==> src/rtl/tff_mod_counter.sv <==
// -----------------------------------------------------------------------------
// tff_mod_counter
//
// WIDTH-bit modulo-MODULUS up/down counter built from toggle stages. Every bit
// is updated as q <= q ^ tmask, where tmask is the per-bit toggle vector that
// moves the register to the next count. It is the generic counter primitive
// for timers, dividers and address generators.
//
// Parameters:
//   WIDTH     counter width in bits (1..32)
//   MODULUS   count range is 0..MODULUS-1 (2..2**WIDTH)
//   RESET_VAL value loaded by reset (must be < MODULUS)
//
// Ports:
//   clk      rising-edge clock
//   reset_n  asynchronous active-low reset
//   en       count enable, 0 = hold
//   up       direction, 1 = increment, 0 = decrement
//   load     synchronous parallel load strobe (priority over en)
//   load_val value to load, clamped to MODULUS-1
//   q        registered count
//   tc       combinational terminal count (high in the cycle before a wrap)
//   wrapped  registered one-cycle pulse following an edge where tc was high
//
// Build option:
//   TFF_MOD_COUNTER_SAT_EN  when defined, the counter saturates at its limits
//                           instead of wrapping, and wrapped is tied to 0.
// -----------------------------------------------------------------------------
module tff_mod_counter #(
    parameter int unsigned      WIDTH     = 8,
    parameter longint unsigned  MODULUS   = 256,
    parameter longint unsigned  RESET_VAL = 0
) (
    input  logic             clk,
    input  logic             reset_n,
    input  logic             en,
    input  logic             up,
    input  logic             load,
    input  logic [WIDTH-1:0] load_val,
    output logic [WIDTH-1:0] q,
    output logic             tc,
    output logic             wrapped
);

    // Limits are held one bit wider than the counter so MODULUS = 2**WIDTH
    // does not overflow when forming MODULUS-1 or comparing against it.
    localparam logic [WIDTH:0]   MAX_EXT = (WIDTH+1)'(MODULUS - 64'd1);
    localparam logic [WIDTH-1:0] MAX_Q   = MAX_EXT[WIDTH-1:0];
    localparam logic [WIDTH-1:0] RESET_Q = WIDTH'(RESET_VAL);

    logic [WIDTH-1:0] q_q, q_d;
    logic             wrapped_q, wrapped_d;

    logic [WIDTH:0]   q_ext;
    logic             at_max;
    logic             at_zero;
    logic             above_max;
    logic [WIDTH-1:0] next_q;
    logic [WIDTH-1:0] tmask;

    assign q_ext     = {1'b0, q_q};
    assign at_max    = (q_ext == MAX_EXT);
    assign at_zero   = (q_q == '0);
    assign above_max = (q_ext > MAX_EXT);

    // An out-of-range count is neither at_max nor at_zero, so tc stays low.
    assign tc = en & ~load & ((up & at_max) | (~up & at_zero));

    // Next count value; the register is then moved there by toggling.
    always_comb begin
        // NOTE: every variable written here gets a default first, so no path
        // leaves it unassigned and no latch is inferred.
        next_q = q_q;
        if (load) begin
            next_q = ({1'b0, load_val} > MAX_EXT) ? MAX_Q : load_val;
        end else if (en) begin
            if (up) begin
                if (above_max) begin
                    next_q = '0;
                end else if (at_max) begin
`ifdef TFF_MOD_COUNTER_SAT_EN
                    next_q = MAX_Q;
`else
                    next_q = '0;
`endif
                end else begin
                    next_q = q_q + 1'b1;
                end
            end else begin
                if (above_max) begin
                    next_q = MAX_Q;
                end else if (at_zero) begin
`ifdef TFF_MOD_COUNTER_SAT_EN
                    next_q = '0;
`else
                    next_q = MAX_Q;
`endif
                end else begin
                    next_q = q_q - 1'b1;
                end
            end
        end
    end

    // Toggle-stage update: each bit flips where tmask is set.
    always_comb begin
        tmask = q_q ^ next_q;
        q_d   = q_q ^ tmask;
`ifdef TFF_MOD_COUNTER_SAT_EN
        wrapped_d = 1'b0;
`else
        // tc is already low on load and hold cycles, so this also clears
        // the pulse in those cases.
        wrapped_d = tc;
`endif
    end

    always_ff @(posedge clk or negedge reset_n) begin
        if (!reset_n) begin
            q_q       <= RESET_Q;
            wrapped_q <= 1'b0;
        end else begin
            // NOTE: state registers use non-blocking assignments so every
            // flop samples the pre-edge values regardless of statement order.
            q_q       <= q_d;
            wrapped_q <= wrapped_d;
        end
    end

    assign q       = q_q;
    assign wrapped = wrapped_q;

endmodule

==> config.mk <==
export PLATFORM = sky130hd
export DESIGN_NAME = tff_mod_counter
export DESIGN_NICKNAME = d
export VERILOG_FILES = /design/src/rtl/tff_mod_counter.sv
export SDC_FILE = /design/constraint.sdc
export NUM_CORES = 1
export LEC_CHECK = 0
export BUFFER_PORTS_ARGS = -buffer_cell sky130_fd_sc_hd__buf_4
export CORE_MARGIN = 2
export CORE_UTILIZATION = 45
export CTS_BUF_LIST = sky130_fd_sc_hd__clkbuf_8 sky130_fd_sc_hd__clkbuf_16
export DETAILED_ROUTE_END_ITERATION = 16
export GPL_TIMING_DRIVEN = 0
export PLACE_DENSITY = 0.7
export RECOVER_POWER = 100
export SLEW_MARGIN = 5
export SYNTH_ARGS = -nofsm -noshare
export SYNTH_HDL_FRONTEND = slang
export SYNTH_SLANG_ARGS = --single-unit
==> constraint.sdc <==
create_clock -name clk -period 2.65 [get_ports clk]
set_input_delay 0.265 -clock clk [delete_from_list [all_inputs] [get_ports clk]]
set_output_delay 0.265 -clock clk [all_outputs]
set_load 0.01 [all_outputs]
After elaboration in Yosys (flattened, before gate mapping)
Index checks and enable logic that the tools add are counted.
Widths: inputs -> output; s select.

word-level totals
  output and inout port bits = 10
  register bits after elaboration = 9
  word-level logic and storage cells = 23
  bits of input ports = 13

operators by class
  mux-type cells = 7
  add/sub/neg operators = 2
  bitwise logic cells = 9
  reductions and logical operators = 1
  equal/unequal tests = 1
  magnitude comparators = 1

operators with widths
  cell                 count
  $mux 8               7
  $xor 8x8->8          2
  $add 8x1->8 const B  1
  $eq 8x8->1 const B   1
  $gt 8x8->1 const B   1
  $logic_not 8->1      1
  $sub 8x1->8 const B  1
  $and 1x1->1          4
  $not 1->1            2
  $or 1x1->1           1

Depth between registers and ports, before layout
  word-level depth = 8
  mapped depth = 7
  depth with buffers taken out = 6

Worst setup path after synthesis
No wires, ideal clock.

  kind = flip-flop to output port
  from = register q_q[0] (netlist: q[0])
  to = output tc
  data required time = 2.385 ns
  path slack = 0.802 ns
  buffers on the path = 1
  stages on the path, launching flop included = 7
  arrival = 1.583 ns
  cell sequence = dfrtp_1 clkbuf_1 inv_1 ha_1 nor3b_1 nand3_1 a21oi_1

between the ends
  cells in the longest elaborated chain, start to end = 4
  elaborated cells between the ends (all ways) = 6
  those cells by class = 1 x eq/ne; 4 x bitwise; 1 x reduce/logical

RTL lines
  item                                                  line    text
  start: declaration                                    51      logic [WIDTH-1:0] q_q, q_d;
  start signal: assignment                              125     q_q <= q_d;
  $eq 8x8->1 / $logic_not 8->1 (equally long branches)  62, 63
  $and 1x1->1                                           67      assign tc = en & ~load & ((up & at_max) | (~up & at_zero));
  $or 1x1->1 (*)                                        67
  $and 1x1->1 (*)                                       67
  end: declaration                                      41      output logic tc,

Every way passes the cells marked *; elsewhere a longest branch is shown, timed or not.

Worst setup path in the final report
Ends and elaborated chain as after synthesis.

==> results_dict.tcl <==
set metrics [dict create \
    post-route-period-util 0.858 \
    drt_iter0_drc 32 \
    path_cells "clkbuf_1 -> inv_1 -> ha_1 -> nor3b_2 -> nand3_1 -> a21oi_1 -> clkbuf_1" \
    power.share.clock 0.299 \
    htreeDepth 1 \
    grt_first_pass_wirelength_microns 3550 \
    cts.sinks 9 \
    clk_pin_slew_ps 50 \
    yosysUniqueCellTypes 36 \
    grt_pass1_vias 821 \
    critPathArrivalTime_ps 2010 \
    ys_async_sr_fraction 1.00 \
    synthTopCellsByArea "dfrtp_1 (26%), a21oi_1 (5.7%), xnor2_1 (5.0%), ha_1 (4.3%), nand3_1 (3.4%)" \
    ys_warn_count 0 \
    power_frac_seq 0.316 \
    combPwrFrac 0.385 \
    tritoncts "yes" \
    syn2layout_area_growth_pct 22.0 \
    required_ps 2380 \
    n_antenna_cell 0 \
    end_kind "output pin" \
    antenna_found_initial 0 \
    row_count 15 \
    holdWs_ps 248 \
    finalWorstSetupSlack_ps 377 \
    power_mw 0.529 \
    leakage_nw 0.425 \
    track_usage 0.227 \
    chipHeight_microns 48.0 \
    viasPerCell 5.76 \
    drive_gt1_frac 0.159 \
    critPathMaxStageDelay_ps 400 \
    yosysSeqAreaShare 0.258 \
    synth_ff_type "dfrtp_1" \
    synth_edf_count 0 \
    syn_nets 123 \
    crit_path_start_kind "register" \
    post_cts_buffers 0 \
    cpMaxStageDelayCell "dfrtp_1" \
    syn_area_sq_um 872 \
    cts_buffers 3 \
    synth_top_area_share 0.258 \
    swShare 0.356 \
    synth_commonest_cells "a21oi_1 (10), dfrtp_1 (9), nor2_1 (7)" \
    io_pins 23 \
    power.internal_mw 0.341 \
    place_inst 152 \
    ant_nets 0 \
    cts.path.max_buffers 2 \
    max-cap-violations 0 \
    clk_latency_ps 230 \
    die_x_microns 48.0 \
    via_count 904 \
    nNetsFinal 149 \
    core_sq_mm 0.00178 \
    r2r_slack_ps 440 \
    ir_drop_mv 0.230 \
    fmax_ghz 0.440 \
    p_sw_mw 0.189 \
    io_buffers 20 \
    grt_overflow_total 0 \
    utilization 0.596 \
    wire_per_inst_microns 14.7 \
    cpMostUsedCell "clkbuf_1" \
    critical_path_peak_fanout 8 \
    setup.worst_path.class "register to output pin" \
    synth.most_common_cell "a21oi_1" \
    setup_viol 0 \
    fin_cells 157 \
    layout_min_cycle_time_ps 2270 \
    fin_area_sq_mm 0.00106 \
    root_buffer "clkbuf_8" \
    ys_ff_latch 9 \
    tns_ps 0 \
    slew_headroom 0.659 \
    rsz0062_at_grt "false" \
    avgSynthCellArea_sq_um 8.15 \
    gp_congestion 0.907 \
    start_util 0.489 \
    outcome "complete, no violations" \
    first_pass_iters 4 \
    drt_wl_total_microns 2310 \
    finalHoldViolCount 0 \
    dp.final_hpwl_microns 1640 \
    die-area_sq_mm 0.00231 \
    hold_path.class "input pin to register" \
    fillCellCount 180 \
    drc_errors 0 \
    synth_cells 107 \
    dpl_worst_slack_ps 537 \
    worst_slew_pin_slew_ps 511 \
    synth.largest_area_cell "dfrtp_1" \
    drv_slew 0 \
    placed_area_sq_mm 0.00105 \
    grt_max_degree 11 \
    powerDensity_mw_per_mm2 498 \
    clock_skew_ps 1.06 \
]
-- critical path: cells and delay by family (launching register included) --
kind / cells / cell delay [ps]
adders and majority gates: 1 / 190
and+or+nand+nor: 2 / 400
DFF: 1 / 400
AOI/OAI and AO/OA: 1 / 250
buffers and inverters: 3 / 540
-- power by group through the flow --
stage / Clock [mW] / Sequential [mW] / Combinational (mW)
floorplan: 0 / 0.173 / 0.141
global placement: 0 / 0.168 / 0.210
detailed placement: 0 / 0.169 / 0.213
CTS: 0.162 / 0.167 / 0.216
global route: 0.170 / 0.170 / 0.225
finish: 0.158 / 0.167 / 0.204
-- routing by layer --
| metal | global-route usage | vias up | share of wire |
|---|---|---|---|
| met4 | 0.157 | 0 | 0.021 |
| met2 | 0.349 | 45 | 0.46 |
| met5 | 0 | - | 0 |
| met3 | 0.0264 | 6 | 0.070 |
| li1 | - | 438 | - |
| met1 | 0.293 | 415 | 0.45 |
-- area by class of cell --
| cell class | instances | area, sq um | share of cell area |
|---|---|---|---|
| well taps | 25 | 31.3 | 0.0294 |
| repair buffers | 21 | 119 | 0.112 |
| clock inverters | 1 | 3.75 | 0.00353 |
| plain buffers | 10 | 60.1 | 0.0565 |
| clock buffers | 3 | 41.3 | 0.0388 |
| multi-input cells | 82 | 561 | 0.527 |
| inverters | 6 | 22.5 | 0.0212 |
| flip-flops and latches | 9 | 225 | 0.212 |
-- sequential cells by signal, summed over array words and instances, names as in the netlist --
register / count
wrapped: 1
q: 8
-- cell usage in the layout, fill, tap and decap left out, types with 2 or more instances in the layout --
master     netlist  final
a21oi_1         10     11
a221o_1          2      2
and3_1           2      2
buf_4            2     11
buf_6            2      2
clkbuf_1         6     17
clkbuf_8         0      3
dfrtp_1          9      9
ha_1             3      3
inv_1            6      7
nand2_1          5      5
nand2b_1         2      2
nand3_1          6      6
nor2_1           7      7
nor2b_1          2      2
nor3_1           4      4
nor3b_1          4      4
o2111ai_1        2      2
o21ai_0          6      6
o31ai_1          3      3
xnor2_1          5      5
xor2_1           3      3
-- cell families after synthesis --
| logic type | after synthesis | share of synthesized area |
|---|---|---|
| buffers and inverters | 16 | 0.0947 |
| adders and majority gates | 3 | 0.0430 |
| DFF | 9 | 0.258 |
| and+or+nand+nor | 39 | 0.278 |
| AOI/OAI and AO/OA | 32 | 0.245 |
| xor gates and xnor gates | 8 | 0.0803 |
-- repair_timing --
| action | CTS | global route |
|---|---|---|
| setup endpoints to repair | 0 | 1 |
| endpoints found under the hold margin | 9 | 0 |
| gates resized for setup | 0 | 1 |
| hold buffers | 1 | 0 |
-- worst paths after layout --
kind / start / endpoint / cells after the start
max: q[0]$_DFF_PN0_ / tc / 7
min: load_val[4] / q[4]$_DFF_PN0_ / 2
max reg2reg: q[0]$_DFF_PN0_ / q[3]$_DFF_PN0_ / 7
min reg2reg: q[5]$_DFF_PN0_ / q[5]$_DFF_PN0_ / 3
max in group asynchronous: reset_n / q[0]$_DFF_PN0_ / 2
min in group asynchronous: reset_n / q[5]$_DFF_PN0_ / 2
(Power assumes the default switching activity.)
